<file path="config.mk">
export PLATFORM = sky130hd
export DESIGN_NAME = adpll_loop_filter
export DESIGN_NICKNAME = d
export VERILOG_FILES = /design/src/rtl/adpll_pkg.sv /design/src/rtl/adpll_lock_detect.sv /design/src/rtl/adpll_loop_filter.sv
export SDC_FILE = /design/constraint.sdc
export NUM_CORES = 1
export LEC_CHECK = 0
export BUFFER_PORTS_ARGS = -buffer_cell sky130_fd_sc_hd__buf_2
export CORE_MARGIN = 1.5
export CORE_UTILIZATION = 40
export CTS_BUF_LIST = sky130_fd_sc_hd__clkbuf_8
export CTS_CLUSTER_SIZE = 12
export DETAILED_ROUTE_END_ITERATION = 10
export PLACE_DENSITY = 0.65
export RECOVER_POWER = 100
export SETUP_SLACK_MARGIN = 0.05
export SYNTH_ARGS = -nofsm -noshare
export SYNTH_HDL_FRONTEND = slang
export SYNTH_SLANG_ARGS = --single-unit
export TNS_END_PERCENT = 5
</file>
<file path="constraint.sdc">
create_clock -name clk -period 10.81 [get_ports clk]
set_input_delay 1.6215 -clock clk [delete_from_list [all_inputs] [get_ports clk]]
set_output_delay 1.6215 -clock clk [all_outputs]
set_load 0.01 [all_outputs]
</file>
<file path="src/rtl/adpll_pkg.sv">
// Shared definitions for the ADPLL loop filter and its phase-detector neighbours.
package adpll_pkg;

  localparam int unsigned INT_W_DEF  = 16;
  localparam int unsigned CTRL_W_DEF = 8;
  localparam int unsigned FRAC_W     = INT_W_DEF - CTRL_W_DEF;
  localparam int unsigned CTRL_INIT  = 128;

  localparam logic [1:0] KP_DEF = 2'd2;
  localparam logic [2:0] KI_DEF = 3'd4;

  // pgm_value field positions: [4:3] kp_shift, [2:0] ki_shift
  localparam int unsigned PGM_KP_HI = 4;
  localparam int unsigned PGM_KP_LO = 3;
  localparam int unsigned PGM_KI_HI = 2;
  localparam int unsigned PGM_KI_LO = 0;

  // Two's-complement phase error as produced by the bang-bang detector
  typedef enum logic [1:0] {
    ERR_ZERO = 2'b00,
    ERR_POS  = 2'b01,
    ERR_NEG  = 2'b11
  } pd_err_e;

  function automatic pd_err_e pd_error(input logic up, input logic dn);
    if (up && !dn)      return ERR_POS;
    else if (dn && !up) return ERR_NEG;
    else                return ERR_ZERO;
  endfunction

endpackage

</file>
<file path="src/rtl/adpll_lock_detect.sv">
// Bang-bang dither lock detector: counts sign reversals of the phase error per window.
module adpll_lock_detect
  import adpll_pkg::*;
#(
  parameter int unsigned LOCK_WIN = 64
) (
  input  logic    clk,
  input  logic    rst_n,
  input  logic    sample,
  input  pd_err_e err,
  input  logic    clear,
  output logic    lock_o
);

  localparam int unsigned CNT_W = $clog2(LOCK_WIN + 1);

  logic [CNT_W-1:0] win_cnt;
  logic [CNT_W-1:0] trans_cnt;
  logic [CNT_W-1:0] trans_nx;
  logic             have_sign;
  logic             last_neg;

  // Transition count including the current sample
  always_comb begin
    trans_nx = trans_cnt;
    if (err != ERR_ZERO && have_sign && ((err == ERR_NEG) != last_neg))
      trans_nx = trans_cnt + CNT_W'(1);
  end

  // Window/transition counters, sign tracker and lock decision at window end
  always_ff @(posedge clk or negedge rst_n) begin
    if (!rst_n) begin
      win_cnt   <= '0;
      trans_cnt <= '0;
      have_sign <= 1'b0;
      last_neg  <= 1'b0;
      lock_o    <= 1'b0;
    end else if (clear) begin
      win_cnt   <= '0;
      trans_cnt <= '0;
      lock_o    <= 1'b0;
    end else if (sample) begin
      if (win_cnt == CNT_W'(LOCK_WIN - 1)) begin
        lock_o    <= (trans_nx >= CNT_W'(LOCK_WIN / 4));
        win_cnt   <= '0;
        trans_cnt <= '0;
      end else begin
        win_cnt   <= win_cnt + CNT_W'(1);
        trans_cnt <= trans_nx;
      end
      if (err != ERR_ZERO) begin
        have_sign <= 1'b1;
        last_neg  <= (err == ERR_NEG);
      end
    end
  end

endmodule

</file>
<file path="src/rtl/adpll_loop_filter.sv">
// Proportional-integral loop filter: bang-bang UP/DN -> saturated DCO control word.
module adpll_loop_filter
  import adpll_pkg::*;
#(
  parameter int unsigned INT_W     = INT_W_DEF,
  parameter int unsigned CTRL_W    = CTRL_W_DEF,
  parameter int unsigned CTRL_INIT = adpll_pkg::CTRL_INIT,
  parameter int unsigned LOCK_WIN  = 64
) (
  input  logic              clk,
  input  logic              rst_n,
  input  logic              ena,
  input  logic              pd_valid_i,
  input  logic              up_i,
  input  logic              dn_i,
  input  logic              pgm_i,
  input  logic [4:0]        pgm_value_i,
  output logic [CTRL_W-1:0] ctrl_o,
  output logic              ctrl_valid_o,
  output logic              lock_o,
  output logic              sat_o
);

  localparam int unsigned FRAC = INT_W - CTRL_W;
  // Two guard bits keep integ+inc and integ'+prop exact before clamping
  localparam int unsigned W    = INT_W + 2;

  localparam logic signed [W-1:0] INT_MAX  = {3'b000, {(INT_W-1){1'b1}}};
  localparam logic signed [W-1:0] INT_MIN  = {3'b111, {(INT_W-1){1'b0}}};
  localparam logic signed [W-1:0] CTRL_MAX = W'((1 << CTRL_W) - 1);
  localparam logic signed [W-1:0] CTRL_OFS = W'(CTRL_INIT);

  logic                    pgm_q;
  logic [1:0]              kp_shift;
  logic [2:0]              ki_shift;
  logic signed [INT_W-1:0] integ;

  pd_err_e                 err;
  logic                    update;
  logic                    gain_load;
  logic signed [W-1:0]     e_w;
  logic signed [W-1:0]     inc;
  logic signed [W-1:0]     prop;
  logic signed [W-1:0]     sum_i;
  logic signed [W-1:0]     integ_c;
  logic signed [W-1:0]     tot;
  logic signed [W-1:0]     ctrl_raw;
  logic [CTRL_W-1:0]       ctrl_nx;
  logic                    sat_nx;

  assign err       = pd_error(up_i, dn_i);
  assign update    = ena && !pgm_i && pd_valid_i;
  assign gain_load = ena && pgm_i && !pgm_q;

  // Integrator clamp, proportional path and clipped control word for this update
  always_comb begin
    e_w      = {{(W-2){err[1]}}, err};
    inc      = e_w <<< (FRAC - 32'(ki_shift));
    prop     = e_w <<< (FRAC - 32'(kp_shift));
    sum_i    = {{2{integ[INT_W-1]}}, integ} + inc;
    integ_c  = sum_i;
    sat_nx   = 1'b0;
    if (sum_i > INT_MAX) begin
      integ_c = INT_MAX;
      sat_nx  = 1'b1;
    end else if (sum_i < INT_MIN) begin
      integ_c = INT_MIN;
      sat_nx  = 1'b1;
    end
    tot      = integ_c + prop;
    ctrl_raw = (tot >>> FRAC) + CTRL_OFS;
    ctrl_nx  = ctrl_raw[CTRL_W-1:0];
    if (ctrl_raw < 0) begin
      ctrl_nx = '0;
      sat_nx  = 1'b1;
    end else if (ctrl_raw > CTRL_MAX) begin
      ctrl_nx = '1;
      sat_nx  = 1'b1;
    end
  end

  // Gain registers, pgm edge detector, integrator and registered outputs
  always_ff @(posedge clk or negedge rst_n) begin
    if (!rst_n) begin
      pgm_q        <= 1'b0;
      kp_shift     <= KP_DEF;
      ki_shift     <= KI_DEF;
      integ        <= '0;
      ctrl_o       <= CTRL_W'(CTRL_INIT);
      ctrl_valid_o <= 1'b0;
      sat_o        <= 1'b0;
    end else if (ena) begin
      pgm_q        <= pgm_i;
      ctrl_valid_o <= 1'b0;
      if (gain_load) begin
        kp_shift <= pgm_value_i[PGM_KP_HI:PGM_KP_LO];
        ki_shift <= pgm_value_i[PGM_KI_HI:PGM_KI_LO];
      end
      if (update) begin
        integ        <= integ_c[INT_W-1:0];
        ctrl_o       <= ctrl_nx;
        ctrl_valid_o <= 1'b1;
        sat_o        <= sat_nx;
      end
    end
  end

  adpll_lock_detect #(
    .LOCK_WIN (LOCK_WIN)
  ) u_lock (
    .clk    (clk),
    .rst_n  (rst_n),
    .sample (update),
    .err    (err),
    .clear  (gain_load),
    .lock_o (lock_o)
  );

endmodule

</file>
* Word-level counts from Yosys, hierarchy flattened
Cells that the tools add are included.
W data, S select, Z words.
** Storage, ports and cells
- Output and inout port bits :: 11
- Input port bits :: 12
- Bits in registers :: 49
- Word-level logic and storage cells :: 70
** Operators by class
- Reductions and logical operators :: 19
- $lt $le $gt $ge :: 5
- Add/subtract/negate cells :: 7
- Bitwise logic cells :: 1
- Equality and inequality tests :: 3
- Muxes and demuxes :: 21
- Shift operators :: 2
** Operators by type and width (number)
- $sshl A2 B32 Y18 :: 2
- $mux W7 :: 7
- $add A18 B18 Y18 :: 2
- $mux W18 :: 2
- $gt A18 B16 Y1 const B :: 1
- $lt A18 B16 Y1 const B :: 1
- $mux W8 :: 2
- $add A7 B1 Y7 const B :: 2
- $add A10 B9 Y11 const B :: 1
- $gt A11 B9 Y1 const B :: 1
- $lt A11 B1 Y1 const B :: 1
- $logic_and A1 B1 Y1 :: 8
- $mux W1 :: 8
- $eq A7 B6 Y1 const B :: 1
- $ge A7 B5 Y1 const B :: 1
- $reduce_and A2 Y1 :: 3
- $reduce_bool A2 Y1 :: 3
- $sub A4 B2 Y5 const A :: 1
- $sub A4 B3 Y5 const A :: 1
- $logic_not A1 Y1 :: 4
- $mux W2 :: 2
- $reduce_and A3 Y1 :: 1
- $eq A2 B2 Y1 const B :: 1
- $ne A1 B1 Y1 :: 1
- $not A1 Y1 :: 1

* Depth between registers and ports, before layout
Gate-level depths: netlist (run 1).
- Word-level depth :: 14
- Mapped depth :: 33
- Depth with buffers taken out :: 31

* Modules after synthesis
From an unflattened synthesis (run 1), not the netlist that was laid out.
** Unflattened totals
- Cell total of the unflattened synthesis :: 486
- Area, all modules :: 4244.1 sq um
** By module, submodules not included
- adpll_loop_filter :: cells each 391, area each 3316.9 sq um, seq. area each 804.5 sq um, instances 1
- adpll_lock_detect :: cells each 95, area each 927.1 sq um, seq. area each 425.4 sq um, instances 1

* Worst setup path before layout (run 1)
Ideal clock, no wire load.
- Path kind :: input -> register
- Start :: input up_i
- End :: register ctrl_o[1]
- Required time :: 10.665 ns
- Slack :: 2.997 ns
- Arrival :: 7.668 ns
- Setup time :: 0.145 ns
- Stages on the path :: 32
- Buffers on the path :: 4
- Cell sequence :: inv_1 -> ha_1 -> clkbuf_1 -> buf_4 -> clkbuf_1 -> o21ai_0 -> o31ai_1 -> ha_1 -> a21oi_1 -> o211ai_1 -> a21oi_1 -> o31ai_4 -> xor2_2 -> nand3_1 -> ha_1 -> clkbuf_1 -> o21ai_0 -> ha_1 -> a211oi_1 -> nor2_1 -> a41o_1 -> o2111ai_1 -> nand2_1 -> a21oi_1 -> xor2_1 -> inv_1 -> ha_1 -> xnor2_1 -> xnor2_1 -> xnor2_1 -> nor3_2 -> a211oi_2
** Between the ends
- Cells in the longest elaborated chain, start to end :: 14
- Elaborated cells on any way between the ends :: 18
- Those cells by class :: add/sub (3); order compare (4); shift (2); mux (6); reduce/logical (3)
** Ends and longest elaborated chain
- from (decl) :: RTL line adpll_loop_filter.sv:14 : input logic up_i,
- $logic_not A1 Y1 :: RTL line adpll_pkg.sv:27 : else if (dn && !up) return ERR_NEG;
- $logic_and A1 B1 Y1 :: RTL line adpll_pkg.sv:27
- $mux W2 :: RTL line adpll_pkg.sv:27
- $mux W2 * :: RTL line adpll_pkg.sv:26 : if (up && !dn) return ERR_POS;
- $sshl A2 B32 Y18 * :: RTL line adpll_loop_filter.sv:58 : inc = e_w <<< (FRAC - 32'(ki_shift));
- $add A18 B18 Y18 * :: RTL line adpll_loop_filter.sv:60 : sum_i = {{2{integ[INT_W-1]}}, integ} + inc;
- $lt A18 B16 Y1 :: RTL line adpll_loop_filter.sv:66 : end else if (sum_i < INT_MIN) begin
- $mux W18 :: RTL line adpll_loop_filter.sv:66
- $mux W18 * :: RTL line adpll_loop_filter.sv:63 : if (sum_i > INT_MAX) begin
- net integ_c[5] :: RTL line adpll_loop_filter.sv:45 : logic signed [W-1:0] integ_c;
- $add A18 B18 Y18 * :: RTL line adpll_loop_filter.sv:70 : tot = integ_c + prop;
- $add A10 B9 Y11 * :: RTL line adpll_loop_filter.sv:71 : ctrl_raw = (tot >>> FRAC) + CTRL_OFS;
- $gt A11 B9 Y1 :: RTL line adpll_loop_filter.sv:76 : end else if (ctrl_raw > CTRL_MAX) begin
- $mux W8 :: RTL line adpll_loop_filter.sv:76
- $mux W8 * :: RTL line adpll_loop_filter.sv:73 : if (ctrl_raw < 0) begin
- to (signal assigned) :: RTL line adpll_loop_filter.sv:89 : ctrl_o <= CTRL_W'(CTRL_INIT);
- to (signal assigned) :: RTL line adpll_loop_filter.sv:101 : ctrl_o <= ctrl_nx;
- to (decl) :: RTL line adpll_loop_filter.sv:18 : output logic [CTRL_W-1:0] ctrl_o,
The timed path passes the listed nets; every way through them passes the cells marked *.
A chain may end at the register's enable or synchronous reset.

* Final worst setup path (run 1)
- Start :: input up_i
- End :: register ctrl_o[6]
Same word-level chain as after synthesis.

==> impl_metrics.json, run 1 <==
{
  "num_rows": 36,
  "outcome": "finished with violations",
  "drt-vias-per-instance": 5.49,
  "layout.cells.most_common_list": "sky130_fd_sc_hd__nand2_1, sky130_fd_sc_hd__o21ai_0, sky130_fd_sc_hd__dfrtp_1",
  "globalRouteMet3Util": 0.0256,
  "post_synth_top_area_cell": "sky130_fd_sc_hd__dfrtp_1",
  "cp_data_required_time_ns": 10.96,
  "layout.nets": 572,
  "power.share.switching": 0.498,
  "antenna-diode-count": 0,
  "relSlewSlack": -0.831,
  "clock_tree.root_cell": "sky130_fd_sc_hd__clkbuf_8",
  "num-fill-cells": 974,
  "fp.dieH_um": 105,
  "setup_viol": 0,
  "fin_setup_tns_ns": 0,
  "layout_min_cycle_time_ns": 8.71,
  "synthFlopType": "sky130_fd_sc_hd__dfrtp_1",
  "synth-seq-area-share": 0.297,
  "switching_power_mw": 0.705,
  "number_of_cells_produced_by_synthesis": 506,
  "crit_type": "primary input to flop",
  "failed_checks": "max-capacitance violations, max-slew violations",
  "number_of_hold_repair_buffers_added_at_the_cts_stage": 0,
  "met1_track_utilization_from_global_routing": 0.250,
  "leakage_power_nw": 1.95,
  "num_io_pins": 23,
  "post_drt_wl_per_cell_um": 14.9,
  "reg2reg_to": "ctrl_o[6]$_DFFE_PN0P_",
  "number_of_search_and_repair_iterations_in_the_first_detailed_routing_pass": 4,
  "worst_pin_slew_ns": 2.75,
  "clock_sinks": 49,
  "timing.reg2reg.worst_path_depth": 31,
  "r2r_setup_slack_ns": 2.86,
  "dp_hpwl_um": 7340,
  "max-cap-violations": 1,
  "power.share.clock": 0.100,
  "number_of_failing_hold_endpoints_at_the_final_stage": 0,
  "gr-total-overflow": 0,
  "cts_buffers": 5,
  "critical_path.max_stage_delay_ns": 0.65,
  "clock_tree_from_tritoncts": "done",
  "irDropWorstVdd_mv": 0.130,
  "synthTopCellsByArea": "sky130_fd_sc_hd__dfrtp_1, sky130_fd_sc_hd__ha_1, sky130_fd_sc_hd__nand2_1, sky130_fd_sc_hd__o21ai_0, sky130_fd_sc_hd__nor2_1",
  "synth.lib_cells_used.distinct": 64,
  "regToRegStartpoint": "ki_shift[0]$_DFFE_PN0P_",
  "cts_resized": 0,
  "power_density_nw_per_um2": 318,
  "final-max-slew-violation-count": 50,
  "numPortBuffers": 22,
  "total_wire_length_um": 9770,
  "number_of_antenna_violations_at_the_first_check_in_global_routing": 0,
  "fin_crit_sh": 0.805,
  "peak_fanout_along_the_critical_path": 17,
  "synth-edff-count": 0,
  "grt_pass1_vias": 3496,
  "met2_usage": 0.317,
  "post_route_cells_drive_above_1_share": 0.0902,
  "final_clock_skew_ns": 0.00755,
  "timing.critical_path.slowest_stage_cell": "sky130_fd_sc_hd__nor3_1",
  "critical_path_arrival_ns": 8.86,
  "synthToLayoutAreaGrowth_pct": 7.24,
  "maxClockFrequency_ghz": 0.115,
  "post-synth-top-area-fraction": 0.278,
  "final_common_cell": "sky130_fd_sc_hd__nand2_1",
  "hold_path_class": "flop to flop",
  "synth_seq_cells": 49,
  "clkSlewWorstSetupHoldPaths_ns": 0.10,
  "dieArea_sq_um": 11000,
  "clock_path_buffers": 2,
  "track_usage": 0.187,
  "insertion_delay_ns": 0.30,
  "initial_core_utilization": 0.418,
  "power.sequential.fraction": 0.198,
  "worstHoldPathCells": 1,
  "comb_power_share": 0.702,
  "critical_path.startpoint": "up_i",
  "worstSetupEndpointType": "flop",
  "synth_warnings": 0,
  "start_kind": "primary input",
  "core_region_area_sq_um": 9910,
  "post-cts-setup-buffer-count": 0,
  "syn-cell-area_sq_um": 4150,
  "final.hold.worst_slack_ns": 0.469,
  "dieWidth_um": 105,
  "cp_common_cell": "sky130_fd_sc_hd__ha_1",
  "average_footprint_of_a_synthesized_cell_sq_um": 8.19,
  "rsz0062_at_grt": "no",
  "clock_tree.htree_level_count": 2,
  "drtAntennaViolNets": 0,
  "detailroute.via_count": 3592,
  "ys_async_sr_fraction": 1.00,
  "hold_start": "u_lock.have_sign$_DFFE_PN0P_",
  "drcViolationCount": 0,
  "grt_start_max_net_pins": 50,
  "grt_pass1_wl_um": 16900,
  "endpoint": "ctrl_o[6]$_DFFE_PN0P_",
  "internal_power_mw": 0.710,
  "synthesis.nets": 558,
  "globalplace.congestion": 0.946,
  "drt_iter0_markers": 189,
  "busiest_layer": "met2"
}
[final cells by class]
type	count	area (sq um)	share of cell area
clock buffer	6	82.6	0.0186
tap	133	166	0.0374
sequential	49	1230	0.277
multi-input combinational	421	2750	0.618
timing repair buffer	25	114	0.0256
inverter	18	67.6	0.0152
clock inverter	2	37.5	0.00844
[layer usage]
metal / vias to the layer above / routed length (um)
li1: 1817 / -
met1: 1695 / 4520
met2: 70 / 4660
met3: 10 / 464
met4: 0 / 120
met5: - / 0
[worst max-delay path, delay by kind of cell]
family / cells / cell delay, ns
buf+inv: 4 / 0.25
simple gates: 8 / 1.71
compound gates: 9 / 2.07
xor+xnor: 5 / 0.98
fa+ha+maj: 6 / 2.20
[worst min path at each step]
stage	endpoint	slack [ns]
floorplan	u_lock.have_sign$_DFFE_PN0P_	0.43
global placement	u_lock.have_sign$_DFFE_PN0P_	0.44
detailed placement	u_lock.have_sign$_DFFE_PN0P_	0.45
CTS	u_lock.have_sign$_DFFE_PN0P_	0.47
global route	u_lock.have_sign$_DFFE_PN0P_	0.49
finish	u_lock.have_sign$_DFFE_PN0P_	0.47
[synthesized netlist by cell type (all sizes together) (4+ instances only)]
cell and n:
nand2 92, o21ai 61, dfrtp 46, nor2 43, ha 39, a21oi 27, inv 18, xor2 18
clkbuf 15, xnor2 15, nand3 11, nand2b 10, a211oi 8, nor3 8, a31oi 7, o21a 7
and3 6, nor2b 6, or3 6, or2 5, a21o 4, a311oi 4, mux2 4, o31ai 4
[state kept, by name, indices dropped and copies added (netlist names)]
register	flops
u_lock.trans_cnt	7
u_lock.lock_o	1
u_lock.last_neg	1
sat_o	1
u_lock.win_cnt	7
kp_shift	2
ctrl_valid_o	1
ctrl_o	8
integ	16
pgm_q	1
u_lock.have_sign	1
ki_shift	3
[logic make-up (layout without fill, tap and decap cells)]
group / count (synthesis) / after routing / synth area share
compound gates: 140 / 140 / 0.225
fa+ha+maj: 41 / 41 / 0.125
xor+xnor: 33 / 33 / 0.0733
buf+inv: 36 / 51 / 0.0371
simple gates: 200 / 200 / 0.224
flops: 49 / 49 / 0.297
mux: 7 / 7 / 0.0181
[per-stage QoR]
stage	utilization	worst slack (ns)	cell area, sq um	power, mW	cells
after global routing	0.449	1.50	4450	1.57	654
after floorplan	-	3.00	4150	1.08	506
after CTS	0.452	2.65	4480	1.43	654
final	0.449	2.10	4450	1.41	654
after global placement	0.440	2.54	4360	1.26	646
after detailed placement	0.440	2.34	4360	1.28	646
[power groups by stage]
stage	Sequential [mW]	Clock [mW]	Combinational, mW
6_report	0.280	0.142	0.993
5_1_grt	0.287	0.152	1.13
4_1_cts	0.280	0.147	1.01
3_5_place_dp	0.282	0	1.00
3_3_place_gp	0.281	0	0.982
2_1_floorplan	0.278	0	0.804
No activity file was read; power rests on OpenSTA's default activity.
==> run 2, diff against run 1 <==
==> constraint.sdc (replaced) <==
create_clock -name clk -period 8.65 [get_ports clk]
set_input_delay 1.2975 -clock clk [delete_from_list [all_inputs] [get_ports clk]]
set_output_delay 1.2975 -clock clk [all_outputs]
set_load 0.01 [all_outputs]
==> run 2 against run 1 <==
Against the previous run:
- the run still ends with max-capacitance violations, max-slew violations left
- setup slack worse by 1.3 ns
- clock power up 25%
- cell area up 0.20%
- non-clock buffer count up 1
- critical path depth unchanged
- clock-buffer cell count unchanged
- worst hold slack better by 0.018 ns
- critical path type unchanged
- critical endpoint is now ctrl_o[1]$_DFFE_PN0P_
- largest cell class unchanged
- largest power group unchanged
==> impl_metrics.json, run 2 (synthesis gave the netlist of run 1 again) <==
{
  "grt_start_max_net_pins": 50,
  "globalplace.congestion": 0.911,
  "dieArea_sq_um": 11000,
  "clock_tree.root_cell": "sky130_fd_sc_hd__clkbuf_8",
  "dp_hpwl_um": 7420,
  "track_usage": 0.186,
  "detailroute.via_count": 3570,
  "crit_type": "primary input to flop",
  "relSlewSlack": -0.861,
  "fin_setup_tns_ns": 0,
  "dpl.cell_count": 647,
  "clock_tree.htree_level_count": 2,
  "drt-vias-per-instance": 5.45,
  "hold_path_class": "flop to flop",
  "core_region_area_sq_um": 9910,
  "wl_met3_um": 287,
  "drt_iter0_markers": 229,
  "num_rows": 36,
  "max-cap-violations": 2,
  "clock_sinks": 49,
  "post_route_cells_drive_above_1_share": 0.0920,
  "total_wire_length_um": 9780,
  "antenna-diode-count": 0,
  "number_of_search_and_repair_iterations_in_the_first_detailed_routing_pass": 5,
  "drtAntennaViolNets": 0,
  "clock_path_buffers": 2,
  "setup_viol": 0,
  "cp_common_cell": "sky130_fd_sc_hd__ha_1",
  "irDropWorstVdd_mv": 0.159,
  "layout.nets": 573,
  "clkSlewWorstSetupHoldPaths_ns": 0.10,
  "outcome": "finished with violations",
  "synthToLayoutAreaGrowth_pct": 7.46,
  "largest_register_ff_count": 16,
  "rsz0062_at_grt": "no",
  "start_kind": "primary input",
  "final-max-slew-violation-count": 88,
  "cts_buffers": 5,
  "multi_input_area_sq_um": 2750,
  "numPortBuffers": 22,
  "initial_core_utilization": 0.418,
  "peak_fanout_along_the_critical_path": 17,
  "gr-total-overflow": 0,
  "worst_pin_slew_ns": 2.79,
  "layout_min_cycle_time_ns": 7.80,
  "clock_tree_from_tritoncts": "done",
  "critical_path_arrival_ns": 7.97,
  "final-seq-area_sq_um": 1230,
  "num-fill-cells": 994,
  "cp_data_required_time_ns": 8.82,
  "final_clock_skew_ns": 0.00357,
  "leakage_power_nw": 1.95,
  "dieWidth_um": 105,
  "power_density_nw_per_um2": 401,
  "layout.cells.most_common_list": "sky130_fd_sc_hd__nand2_1, sky130_fd_sc_hd__o21ai_0, sky130_fd_sc_hd__dfrtp_1",
  "finalInstanceArea_sq_um": 4450,
  "top_registers": "integ x16, ctrl_o x8",
  "layout.cells.non_filler": 655,
  "grt_pass1_vias": 3468,
  "grt_pass1_wl_um": 16800,
  "placed_area_sq_um": 4370,
  "highest-signal-layer": "met4",
  "fin_crit_sh": 0.902,
  "failed_checks": "max-capacitance violations, max-slew violations",
  "post_drt_wl_per_cell_um": 14.9,
  "timing.critical_path.slowest_stage_cell": "sky130_fd_sc_hd__ha_2",
  "maxClockFrequency_ghz": 0.128,
  "drcViolationCount": 0,
  "number_of_hold_repair_buffers_added_at_the_cts_stage": 0,
  "critical_path.max_stage_delay_ns": 0.52,
  "worstSetupEndpointType": "flop",
  "detailed_routed_wire_length_on_met2_um": 4640,
  "num_io_pins": 23,
  "largest_register": "integ",
  "number_of_antenna_violations_at_the_first_check_in_global_routing": 0,
  "final_common_cell": "sky130_fd_sc_hd__nand2_1",
  "m1WireLength_um": 4790,
  "design_power_total_mw": 1.79,
  "insertion_delay_ns": 0.30,
  "fp.dieH_um": 105,
  "number_of_failing_hold_endpoints_at_the_final_stage": 0
}
==> run 2: cell count changes in the layout (fill, tap and decap cells not counted) <==
cell	change
sky130_fd_sc_hd__a211oi_1	+2
sky130_fd_sc_hd__a211oi_2	-2
sky130_fd_sc_hd__clkbuf_1	+1
sky130_fd_sc_hd__ha_1	-1
sky130_fd_sc_hd__ha_2	+1
sky130_fd_sc_hd__nor3_1	-1
sky130_fd_sc_hd__nor3_2	+1
sky130_fd_sc_hd__xnor2_1	-1
sky130_fd_sc_hd__xnor2_2	+1
==> run 2: cell type report <==
cell class / instances / area share
Timing Repair Buffer: 26 / 0.0264
Tap cell: 133 / 0.0374
Clock inverter: 2 / 0.00843
Sequential cell: 49 / 0.276
Clock buffer: 6 / 0.0185
Inverter: 18 / 0.0152
Multi-Input combinational cell: 421 / 0.618
==> run 2: through the flow <==
step                      hold WS [ns]   util  worst slack [ns]
after floorplan                  0.431      -              1.16
after global placement           0.445  0.441             0.728
after detailed placement         0.466  0.441             0.505
after CTS                        0.489  0.453             0.805
after global routing             0.505  0.449             0.109
final                            0.488  0.449             0.849
==> run 2: power by group <==
group / switching [mW] / leakage [nW] / internal (mW)
clock: 0.0835 / 0.0574 / 0.0942
combinational: 0.759 / 1.29 / 0.502
sequential: 0.0492 / 0.599 / 0.300
total: 0.892 / 1.95 / 0.896
==> run 2: final timing paths <==
path                                                    from                           end  slack (ns)  cells after the start
min in group asynchronous                              rst_n          integ[1]$_DFFE_PN0P_        1.96                      2
worst max-delay path                                    up_i         ctrl_o[1]$_DFFE_PN0P_        0.85                     32
worst max register to register       ki_shift[0]$_DFFE_PN0P_         ctrl_o[1]$_DFFE_PN0P_        1.24                     31
worst min register to register  u_lock.have_sign$_DFFE_PN0P_  u_lock.have_sign$_DFFE_PN0P_        0.49                      1
max in group asynchronous                              rst_n         ctrl_o[2]$_DFFE_PN0P_        5.10                      2
worst min-delay path            u_lock.have_sign$_DFFE_PN0P_  u_lock.have_sign$_DFFE_PN0P_        0.49                      1
==> run 2: timing repair <==
item | in CTS | in global routing
setup buffers | 0 | 0
resized for setup | 0 | 1
setup endpoints to repair | 0 | 5
==> run 2: routing by layer <==
layer	up-vias	global-route usage
li1	1808	-
met1	1700	0.255
met2	60	0.312
met3	2	0.0225
met4	0	0.0450
met5	-	0
==> run 2: worst max-delay path, delay by kind of cell <==
kind	cells	cell delay (ns)
simple gates	8	1.35
xor+xnor	5	0.94
fa+ha+maj	6	2.10
buf+inv	4	0.25
compound gates	9	1.99
